<file path="src/rtl/instruction_fetch_unit_if.sv">
// Instruction-memory fetch bus: the fetch unit drives read/address, memory answers with data/busywait.
interface instruction_fetch_unit_if #(
    parameter int PC_WIDTH = 32
);
    logic                read;
    logic [PC_WIDTH-1:0] address;
    logic [31:0]         readdata;
    logic                busywait;

    modport master (output read, output address, input readdata, input busywait);
    modport slave  (input read, input address, output readdata, output busywait);
endinterface

</file>
<file path="src/rtl/instruction_fetch_unit.sv">
// CPU front end: holds the PC, fetches over a busy-wait bus, latches the instruction and
// redirects the PC on the commit cycle.
module instruction_fetch_unit #(
    parameter int                  PC_WIDTH = 32,
    parameter logic [PC_WIDTH-1:0] RESET_PC = '0
) (
    input  logic                    clk,
    input  logic                    reset,
    instruction_fetch_unit_if.master imem,
    input  logic                    hold,
    input  logic                    jump,
    input  logic                    branch_taken,
    output logic [PC_WIDTH-1:0]     pc,
    output logic [31:0]             instruction,
    output logic [7:0]              opcode,
    output logic [7:0]              offset,
    output logic [2:0]              dest,
    output logic [2:0]              src1,
    output logic [2:0]              src2,
    output logic [7:0]              immediate,
    output logic                    instr_valid,
    output logic                    commit
);
    typedef enum logic [1:0] {IDLE, FETCH, ISSUE} state_t;

    state_t              state;
    logic                read_q;
    logic                valid_q;
    logic [PC_WIDTH-1:0] step;
    logic [PC_WIDTH-1:0] next_pc;

    assign opcode    = instruction[31:24];
    assign offset    = instruction[23:16];
    assign dest      = instruction[18:16];
    assign src1      = instruction[10:8];
    assign src2      = instruction[2:0];
    assign immediate = instruction[7:0];

    assign imem.read    = read_q;
    assign imem.address = pc;
    assign instr_valid  = valid_q;
    assign commit       = valid_q & ~hold;

    // Offset is a signed word count; the PC increment is folded into the same adder.
    always_comb begin
        step = PC_WIDTH'(4);
        if (jump | branch_taken)
            step = PC_WIDTH'(4) + {{(PC_WIDTH-10){offset[7]}}, offset, 2'b00};
    end
    assign next_pc = pc + step;

    always_ff @(posedge clk) begin
        if (reset) begin
            state       <= IDLE;
            pc          <= RESET_PC;
            instruction <= '0;
            read_q      <= 1'b0;
            valid_q     <= 1'b0;
        end else begin
            case (state)
                IDLE: begin
                    state  <= FETCH;
                    read_q <= 1'b1;
                end
                FETCH: begin
                    if (!imem.busywait) begin
                        instruction <= imem.readdata;
                        state       <= ISSUE;
                        read_q      <= 1'b0;
                        valid_q     <= 1'b1;
                    end
                end
                ISSUE: begin
                    if (!hold) begin
                        pc      <= next_pc;
                        state   <= FETCH;
                        read_q  <= 1'b1;
                        valid_q <= 1'b0;
                    end
                end
                default: begin
                    state   <= IDLE;
                    read_q  <= 1'b0;
                    valid_q <= 1'b0;
                end
            endcase
        end
    end
endmodule

</file>
<file path="src/flat_wrapper.sv">
// flat-port wrapper written by rule: the top's interface ports become plain ports
module instruction_fetch_unit_flat 
#(
    parameter int                  PC_WIDTH = 32,
    parameter logic [PC_WIDTH-1:0] RESET_PC = '0
)
  (clk, reset, hold, jump, branch_taken, pc, instruction, opcode, offset, dest, src1, src2, immediate, instr_valid, commit, imem_read, imem_address, imem_readdata, imem_busywait);
  instruction_fetch_unit_if #(.PC_WIDTH(PC_WIDTH)) imem_i ();
  input  logic clk;
  input  logic reset;
  input  logic hold;
  input  logic jump;
  input  logic branch_taken;
  output logic [PC_WIDTH-1:0] pc;
  output logic [31:0] instruction;
  output logic [7:0] opcode;
  output logic [7:0] offset;
  output logic [2:0] dest;
  output logic [2:0] src1;
  output logic [2:0] src2;
  output logic [7:0] immediate;
  output logic instr_valid;
  output logic commit;
  output wire logic [$bits(imem_i.read)-1:0] imem_read;
  output wire logic [$bits(imem_i.address)-1:0] imem_address;
  input wire logic [$bits(imem_i.readdata)-1:0] imem_readdata;
  input wire logic [$bits(imem_i.busywait)-1:0] imem_busywait;
  assign imem_read = imem_i.read;
  assign imem_address = imem_i.address;
  assign imem_i.readdata = imem_readdata;
  assign imem_i.busywait = imem_busywait;
  instruction_fetch_unit #(.PC_WIDTH(PC_WIDTH), .RESET_PC(RESET_PC)) u_core (.clk(clk), .reset(reset), .imem(imem_i), .hold(hold), .jump(jump), .branch_taken(branch_taken), .pc(pc), .instruction(instruction), .opcode(opcode), .offset(offset), .dest(dest), .src1(src1), .src2(src2), .immediate(immediate), .instr_valid(instr_valid), .commit(commit));
endmodule
</file>
<file path="config.mk">
export PLATFORM = sky130hd
export DESIGN_NAME = instruction_fetch_unit_flat
export DESIGN_NICKNAME = d
export VERILOG_FILES = /design/src/rtl/instruction_fetch_unit_if.sv /design/src/rtl/instruction_fetch_unit.sv /design/src/flat_wrapper.sv
export SDC_FILE = /design/constraint.sdc
export NUM_CORES = 1
export LEC_CHECK = 0
export BUFFER_PORTS_ARGS = -buffer_cell sky130_fd_sc_hd__buf_2
export CELL_PAD_IN_SITES_DETAIL_PLACEMENT = 1
export CELL_PAD_IN_SITES_GLOBAL_PLACEMENT = 1
export CORE_AREA = 2 2 123 125
export CTS_CLUSTER_DIAMETER = 50
export DETAILED_ROUTE_END_ITERATION = 8
export DIE_AREA = 0 0 125 127
export PLACE_DENSITY = 0.85
export SYNTH_ARGS = -nofsm -noshare
export SYNTH_HDL_FRONTEND = slang
export SYNTH_SLANG_ARGS = --single-unit
</file>
<file path="constraint.sdc">
create_clock -name clk -period 3.1 [get_ports clk]
set_clock_uncertainty 0.1 [all_clocks]
set_input_delay 0.62 -clock clk [delete_from_list [all_inputs] [get_ports clk]]
set_output_delay 0.62 -clock clk [all_outputs]
set_load 0.02 [all_outputs]
</file>
==> metrics.txt, run 1 <==
status=complete, but fails checks; failing checks=negative setup slack; post-synth top area cell=dfxtp_1; via count=between 4000 and 5000; initial drt markers=roughly 250; Die Ht=about 130 um; CTS Buffer Depth=2; via/cell ratio=around 5.3; worst skew pair latency=roughly 0.35 ns; DRT Pass-1 Iters=4; vias in the first global route=slightly below 5000; count of input and output buffers=~170; static leakage=around 0.0027 uW; R2R Setup Slk=-0.12 ns; CP max FO=6; clock root buffer=clkbuf_16; die width=around 130 um; min cycle time layout=roughly 3.2 ns; main combinational cell family by area after synthesis=simple AND/OR/NAND/NOR gates; Crit-path slowest cell=or4_4; routed wire length=16500 um; asr flop ratio synth=0%; fin nets=roughly 780; routed len/inst=roughly 18 um; endpoint class of the critical path=flop; Compound-Gate Fraction of Synth Area=around 18%; sequential share of the synthesized area=between 20% and 30%; final core utilization=around two fifths; crit path kind=reg2reg; Cell Pwr Density=382 nW/um^2; core area=~14000 um^2; Reg-to-Reg Start=u_core.instruction[20]$_SDFFE_PP0P_; first-pass GRT wire length=~25000 um; # setup viols final=3; Synth cell types=65; r2r endpoint=u_core.imem.address[13]$_SDFFE_PP0P_; Worst Min Path Start=u_core.instruction[13]$_SDFFE_PP0P_; die area=between 15000 and 20000 um^2; Final Cycle Share=104%; Min-Delay Path Depth=2; simple-gate share of the synthesized area=~28%; setup_tns=-0.283 ns; Hold Fails Final Rpt=0; Worst Reg-to-Reg Cells=13; DP Worst Slack=-0.355 ns; worst slew pin tran=around 1.2 ns; nature of the critical path startpoint=flop; max incr delay on CP=between 0.4 and 0.5 ns; Primary FF master, synth=dfxtp_1; Worst slew margin=between 20% and 30%; Placer Congestion=just under 0.9; Required @ worst endpoint=between 3 and 4 ns; GRT Total Usage=around a fifth; Max IR drop VDD=roughly 230 uV; diode count=0; CP Cell Sequence=and3_4, and2_4, nand2_2, xor2_1, nor2_1, ha_1, a2111o_1, o21a_4, buf_6, or4_4, a21oi_4, xnor2_2, nor2_1; layout cells sized above 1=40.8%; Final WS setup=-0.120 ns; Yosys Warn Count=0; Avg Cell Area, Syn=between 7 and 8 um^2; synth top area cells=dfxtp_1, buf_4, nand2_1; Initial Util=around 31%; IO Pins=170; f_max=between 300 and 400 MHz; clock sinks=65; Reg clk slew, reported paths=approximately 0.060 ns; max-cap violations=0; XOR/XNOR Fraction of Synth Area=under 10%; Mapped Cells=595; post-synthesis mux area share=under 10%; Post-CTS Hold Fix Bufs=0; Area Growth Syn to Fin=32.3%; CTS tree=yes; RSZ-0062 raised after global routing=true; Rows=44; largest net degree at the start of global routing=58; adder-cell share of the synthesized area=slightly below 3%; Yosys top cell area share=29.3%; total CTS buffers=9; Post-synth EDFFs=0; H-tree depth=3; DRC=0; synthesized flop and latch total=65; worst min path class=reg2reg; hold endpoint=u_core.instruction[13]$_SDFFE_PP0P_; Slew Viols, Final=0; initial antenna violation count=0; Crit path top cell by count=nor2_1; antenna viol nets, final=0; post-DP HPWL=around 11000 um; commonest non-fill, non-tap cells in the layout=buf_2, nand2_1, dfxtp_1; grt total ovfl=0; Post-Syn Area=approximately 4400 um^2; commonest non-fill, non-tap cell in the layout=buf_2; worst path arrival time=~3.3 ns
==> logic make-up after synthesis <==
| logic type | after synthesis |
|---|---|
| AND/OR/NAND/NOR | 252 |
| AO/OA/AOI/OAI | 128 |
| buffers and inverters | 112 |
| flip-flops | 65 |
| XOR/XNOR | 19 |
| adder cells (fa/ha/maj) | 10 |
| multiplexers | 8 |
| other | 1 |
==> synth_stat cells, drive strengths merged, types with 5 or more instances <==
master / instances
a21oi: 61
or3: 7
a211oi: 7
nand4: 11
o21ai: 17
nor3: 23
nor2b: 7
dfxtp: 65
nor2: 45
nor4: 16
and3: 6
nand2: 98
ha: 9
o211ai: 6
o21a: 8
xor2: 8
xnor2: 11
nand3: 14
or4: 7
inv: 5
buf: 77
clkbuf: 30
==> worst max-delay path by stage <==
stage / startpoint / end / slack [ns] / cells past startpoint
3_3_place_gp: branch_taken / u_core.imem.address[21]$_SDFFE_PP0P_ / -0.24 / 12
2_1_floorplan: branch_taken / u_core.imem.address[26]$_SDFFE_PP0P_ / 0.01 / 10
5_1_grt: u_core.instruction[20]$_SDFFE_PP0P_ / u_core.imem.address[23]$_SDFFE_PP0P_ / -0.26 / 14
6_report: u_core.instruction[20]$_SDFFE_PP0P_ / u_core.imem.address[13]$_SDFFE_PP0P_ / -0.12 / 13
4_1_cts: u_core.instruction[20]$_SDFFE_PP0P_ / u_core.imem.address[21]$_SDFFE_PP0P_ / -0.01 / 13
3_5_place_dp: branch_taken / u_core.imem.address[21]$_SDFFE_PP0P_ / -0.35 / 12
==> where the power goes <==
part | total, uW | internal, uW | switching (uW) | leakage, uW
sequential | 886 | 862 | 24.4 | 0.000530
combinational | 324 | 116 | 209 | 0.00201
clock | 1040 | 622 | 416 | 0.000139
total | 2250 | 1600 | 649 | 0.00268
==> sequential cells by signal, indices dropped and copies added (netlist names) <==
name and count:
u_core.imem.address 30, u_core.instruction 32, u_core.state 2, u_core.instr_valid 1
==> through the flow <==
step	hold WS [ns]	instance area, um^2	cells	total power [uW]
2_1_floorplan	0.424	4470	598	1120
3_3_place_gp	0.340	5260	894	1200
3_5_place_dp	0.349	5260	894	1210
4_1_cts	0.358	5640	915	2260
5_1_grt	0.383	5890	920	2330
6_report	0.357	5890	920	2250
==> final cells by class <==
type,instances,area [um^2]
well taps,184,230
clock inverters,5,56.3
flip-flops and latches,65,1310
fillers,1850,8540
multi-input cells,421,2710
inverters,5,18.8
repair buffers,229,1330
clock buffers,11,233
==> worst max-delay path, delay by kind of cell, from the launching register on <==
| kind | cells | cell delay, ns |
|---|---|---|
| AOI/OAI and AO/OA | 3 | 0.90 |
| buffers and inverters | 1 | 0.13 |
| adders and majority gates | 1 | 0.35 |
| DFF | 1 | 0.31 |
| xor gates and xnor gates | 2 | 0.27 |
| and+or+nand+nor | 6 | 0.99 |
==> what timing repair did <==
| item | in CTS | in global routing |
|---|---|---|
| buffers inserted | 6 | 5 |
| pin swaps | 11 | 24 |
| endpoints found under the setup margin | 9 | 21 |
| gates resized for setup | 15 | 44 |
==> metal layers <==
metal  vias up  wire length [um]  GRT usage [%]
met4         0               326           6.86
met2       155              8780           36.2
met3        26               855           3.85
met1      2372              6530           22.6
met5         -                 0              0
li1       2298                 -              -
Power figures use the tool's default switching activity.
==> run 2, diff against run 1 <==
ABC_AREA = 1   (was unset)
CAP_MARGIN = 20   (was unset)
CORE_AREA = 2 2 130 132   (was 2 2 123 125)
DIE_AREA = 0 0 132 134   (was 0 0 125 127)
==> metrics.txt, run 2 <==
Slew Viols, Final=0; CTS Buffer Depth=2; Max IR drop VDD=between 200 and 300 uV; clock sinks=between 60 and 70; Yosys top cell area share=25.3%; adder-cell share of the synthesized area=around 2.6%; routed wire length=~17000 um; Mapped Cells=roughly 750; commonest non-fill, non-tap cell in the layout=buf_2; Cell Pwr Density=roughly 420 nW/um^2; main combinational cell family by area after synthesis=simple AND/OR/NAND/NOR gates; layout cells sized above 1=between 30 and 40%; DRC=0; Finished Layout Cells=1081; Placer Congestion=0.904; vias in the first global route=5104; Hold Fails Final Rpt=0; Post-Syn Area=a little over 5000 um^2; count leader, synth=nand2_1; Yosys Warn Count=0; met1 Use GR=between 20 and 25%; Post-synth EDFFs=0; simple-gate share of the synthesized area=between 20 and 30%; die area=~18000 um^2; via count=around 5200; initial antenna violation count=0; Primary FF master, synth=dfxtp_1; Reg clk slew, reported paths=0.06 ns; total CTS buffers=9; DP Worst Slack=0.0752 ns; most flop-heavy register=u_core.instruction; fin nets=about 900; diode count=0; leading cell types by count after synthesis=nand2_1, inv_1, a21oi_1, buf_4, dfxtp_1; nature of the critical path startpoint=flop; area post-placement=5710 um^2; Rows=47; routed len/inst=~15 um; post-DP HPWL=approximately 13000 um; antenna viol nets, final=0; GRT busiest layer=met2; synthesized flop and latch total=65; endpoint class of the critical path=flop; Area Growth Syn to Fin=19.6%; Finished Cell Area=~6000 um^2; H-tree depth=3; Initial Util=between 30% and 40%; first-pass GRT wire length=26400 um; grt total ovfl=0; RSZ-0062 raised after global routing=true; worst path arrival time=approximately 3 ns; Compound-Gate Fraction of Synth Area=19.1%; worst skew pair latency=0.35 ns; Synth cell types=44; Worst slew margin=roughly 45%; IO Pins=170; Final WS setup=~0.15 ns; Crit path top cell by count=nand2_1; status=finished clean; Required @ worst endpoint=around 3.2 ns; asr flop ratio synth=0%; post-synthesis mux area share=0%; via/cell ratio=~4.8; CP max FO=5; sequential share of the synthesized area=around 25%; post-synth top area cell=dfxtp_1; Placed Cells=around 1100; static leakage=around 0.0031 uW; die width=about 130 um; min cycle time layout=2.95 ns; commonest non-fill, non-tap cells in the layout=buf_2, inv_1, nand2_1; f_max=approximately 340 MHz; DRT Pass-1 Iters=4; count of input and output buffers=165; Final Cycle Share=roughly 95%; max incr delay on CP=between 0.3 and 0.4 ns; initial drt markers=around 210; crit path kind=reg2reg; met3 GRT Util=4.61%; Crit-path slowest cell=dfxtp_2; Die Ht=between 100 and 150 um; max reg flops=32; CP Cell Sequence=inv_2, nor3_4, inv_1, nor2_2, buf_4, a21oi_2, nor3_2, ha_1, a21oi_2, o21a_1, o21ai_0, buf_4, nand2_1, nand2_2, nand2_1, nand2_1, xnor2_1, o21ai_1, inv_1; GRT met2 Usage=between 30% and 40%; worst min path class=reg2reg; core area=~16000 um^2; Avg Cell Area, Syn=around 6.8 um^2; largest net degree at the start of global routing=around 60; max-cap violations=0; worst slew pin tran=~0.82 ns; clock root buffer=clkbuf_16; XOR/XNOR Fraction of Synth Area=2.56%; CTS tree=yes; GRT Total Usage=a little under a fifth; # setup viols final=0; synth top area cells=dfxtp_1, buf_4, nand2_1
[run 2: changes by cell type in the layout (fill, tap and decap cells not counted), sizes merged, moves of 10 or more]
cell   previous run  this run
o21ai            17        65
nor3             23         5
o41ai             1        13
inv               5       116
nand2            98       145
nor4             16         0
nor2             45        79
nand3            14        56
a21oi            61        71
buf             229       184
[run 2: path summary, 6_finish.rpt]
kind / start / endpoint / cells past startpoint / slack [ns]
setup reg to reg: u_core.instruction[16]$_SDFFE_PP0P_ / u_core.imem.address[16]$_SDFFE_PP0P_ / 19 / 0.15
hold reg to reg: u_core.instruction[13]$_SDFFE_PP0P_ / u_core.instruction[13]$_SDFFE_PP0P_ / 2 / 0.35
hold / removal: u_core.instruction[13]$_SDFFE_PP0P_ / u_core.instruction[13]$_SDFFE_PP0P_ / 2 / 0.35
setup / recovery: u_core.instruction[16]$_SDFFE_PP0P_ / u_core.imem.address[16]$_SDFFE_PP0P_ / 19 / 0.15
[run 2: kinds of logic after synthesis]
group           after synthesis
other cells                   1
buf+inv                     205
xor+xnor                     15
flops                        65
compound gates              163
fa+ha+maj                    10
simple gates                293
[run 2: cell type report]
cell class                 count  area [um^2]
fill                        2146        10100
multi-input combinational    485         2850
sequential                    65         1300
timing repair buffer         184          981
inverter                     111          422
tap                          220          275
clock buffer                   9          225
clock inverter                 7         83.8
[run 2: routing by layer]
layer  vias to the layer above  share of wire (%)
met5                         -                  0
met4                         0                1.7
met3                        19                5.4
met2                       144                 51
met1                      2489                 42
li1                       2574                  -
[run 2: metrics by stage]
stage | TNS (ns) | power, uW | utilization (%) | hold WS, ns
floorplan | 0 | 1360 | - | 0.375
global placement | 0 | 1460 | 35.0 | 0.332
detailed placement | 0 | 1480 | 35.0 | 0.339
CTS | 0 | 2590 | 36.9 | 0.349
global route | -0.335 | 2700 | 37.7 | 0.366
finish | 0 | 2560 | 37.7 | 0.347
[run 2: what timing repair did]
action,in CTS,in global routing
gates resized for setup,0,27
setup endpoints to repair,0,21
buffers inserted,0,3
hold buffers,0,0
[run 2: power by group]
group | total [uW] | leakage (uW) | switching, uW | internal (uW)
sequential | 934 | 0.000531 | 52.8 | 881
combinational | 535 | 0.00245 | 357 | 178
clock | 1090 | 0.000149 | 454 | 640
total | 2560 | 0.00313 | 864 | 1700
[run 2: worst max-delay path, delay by kind of cell, from the launching register on]
family / cells / cell delay (ns)
xor gates and xnor gates: 1 / 0.17
AOI/OAI and AO/OA: 5 / 0.52
DFF: 1 / 0.36
adders and majority gates: 1 / 0.33
buffers and inverters: 5 / 0.47
and+or+nand+nor: 7 / 0.89
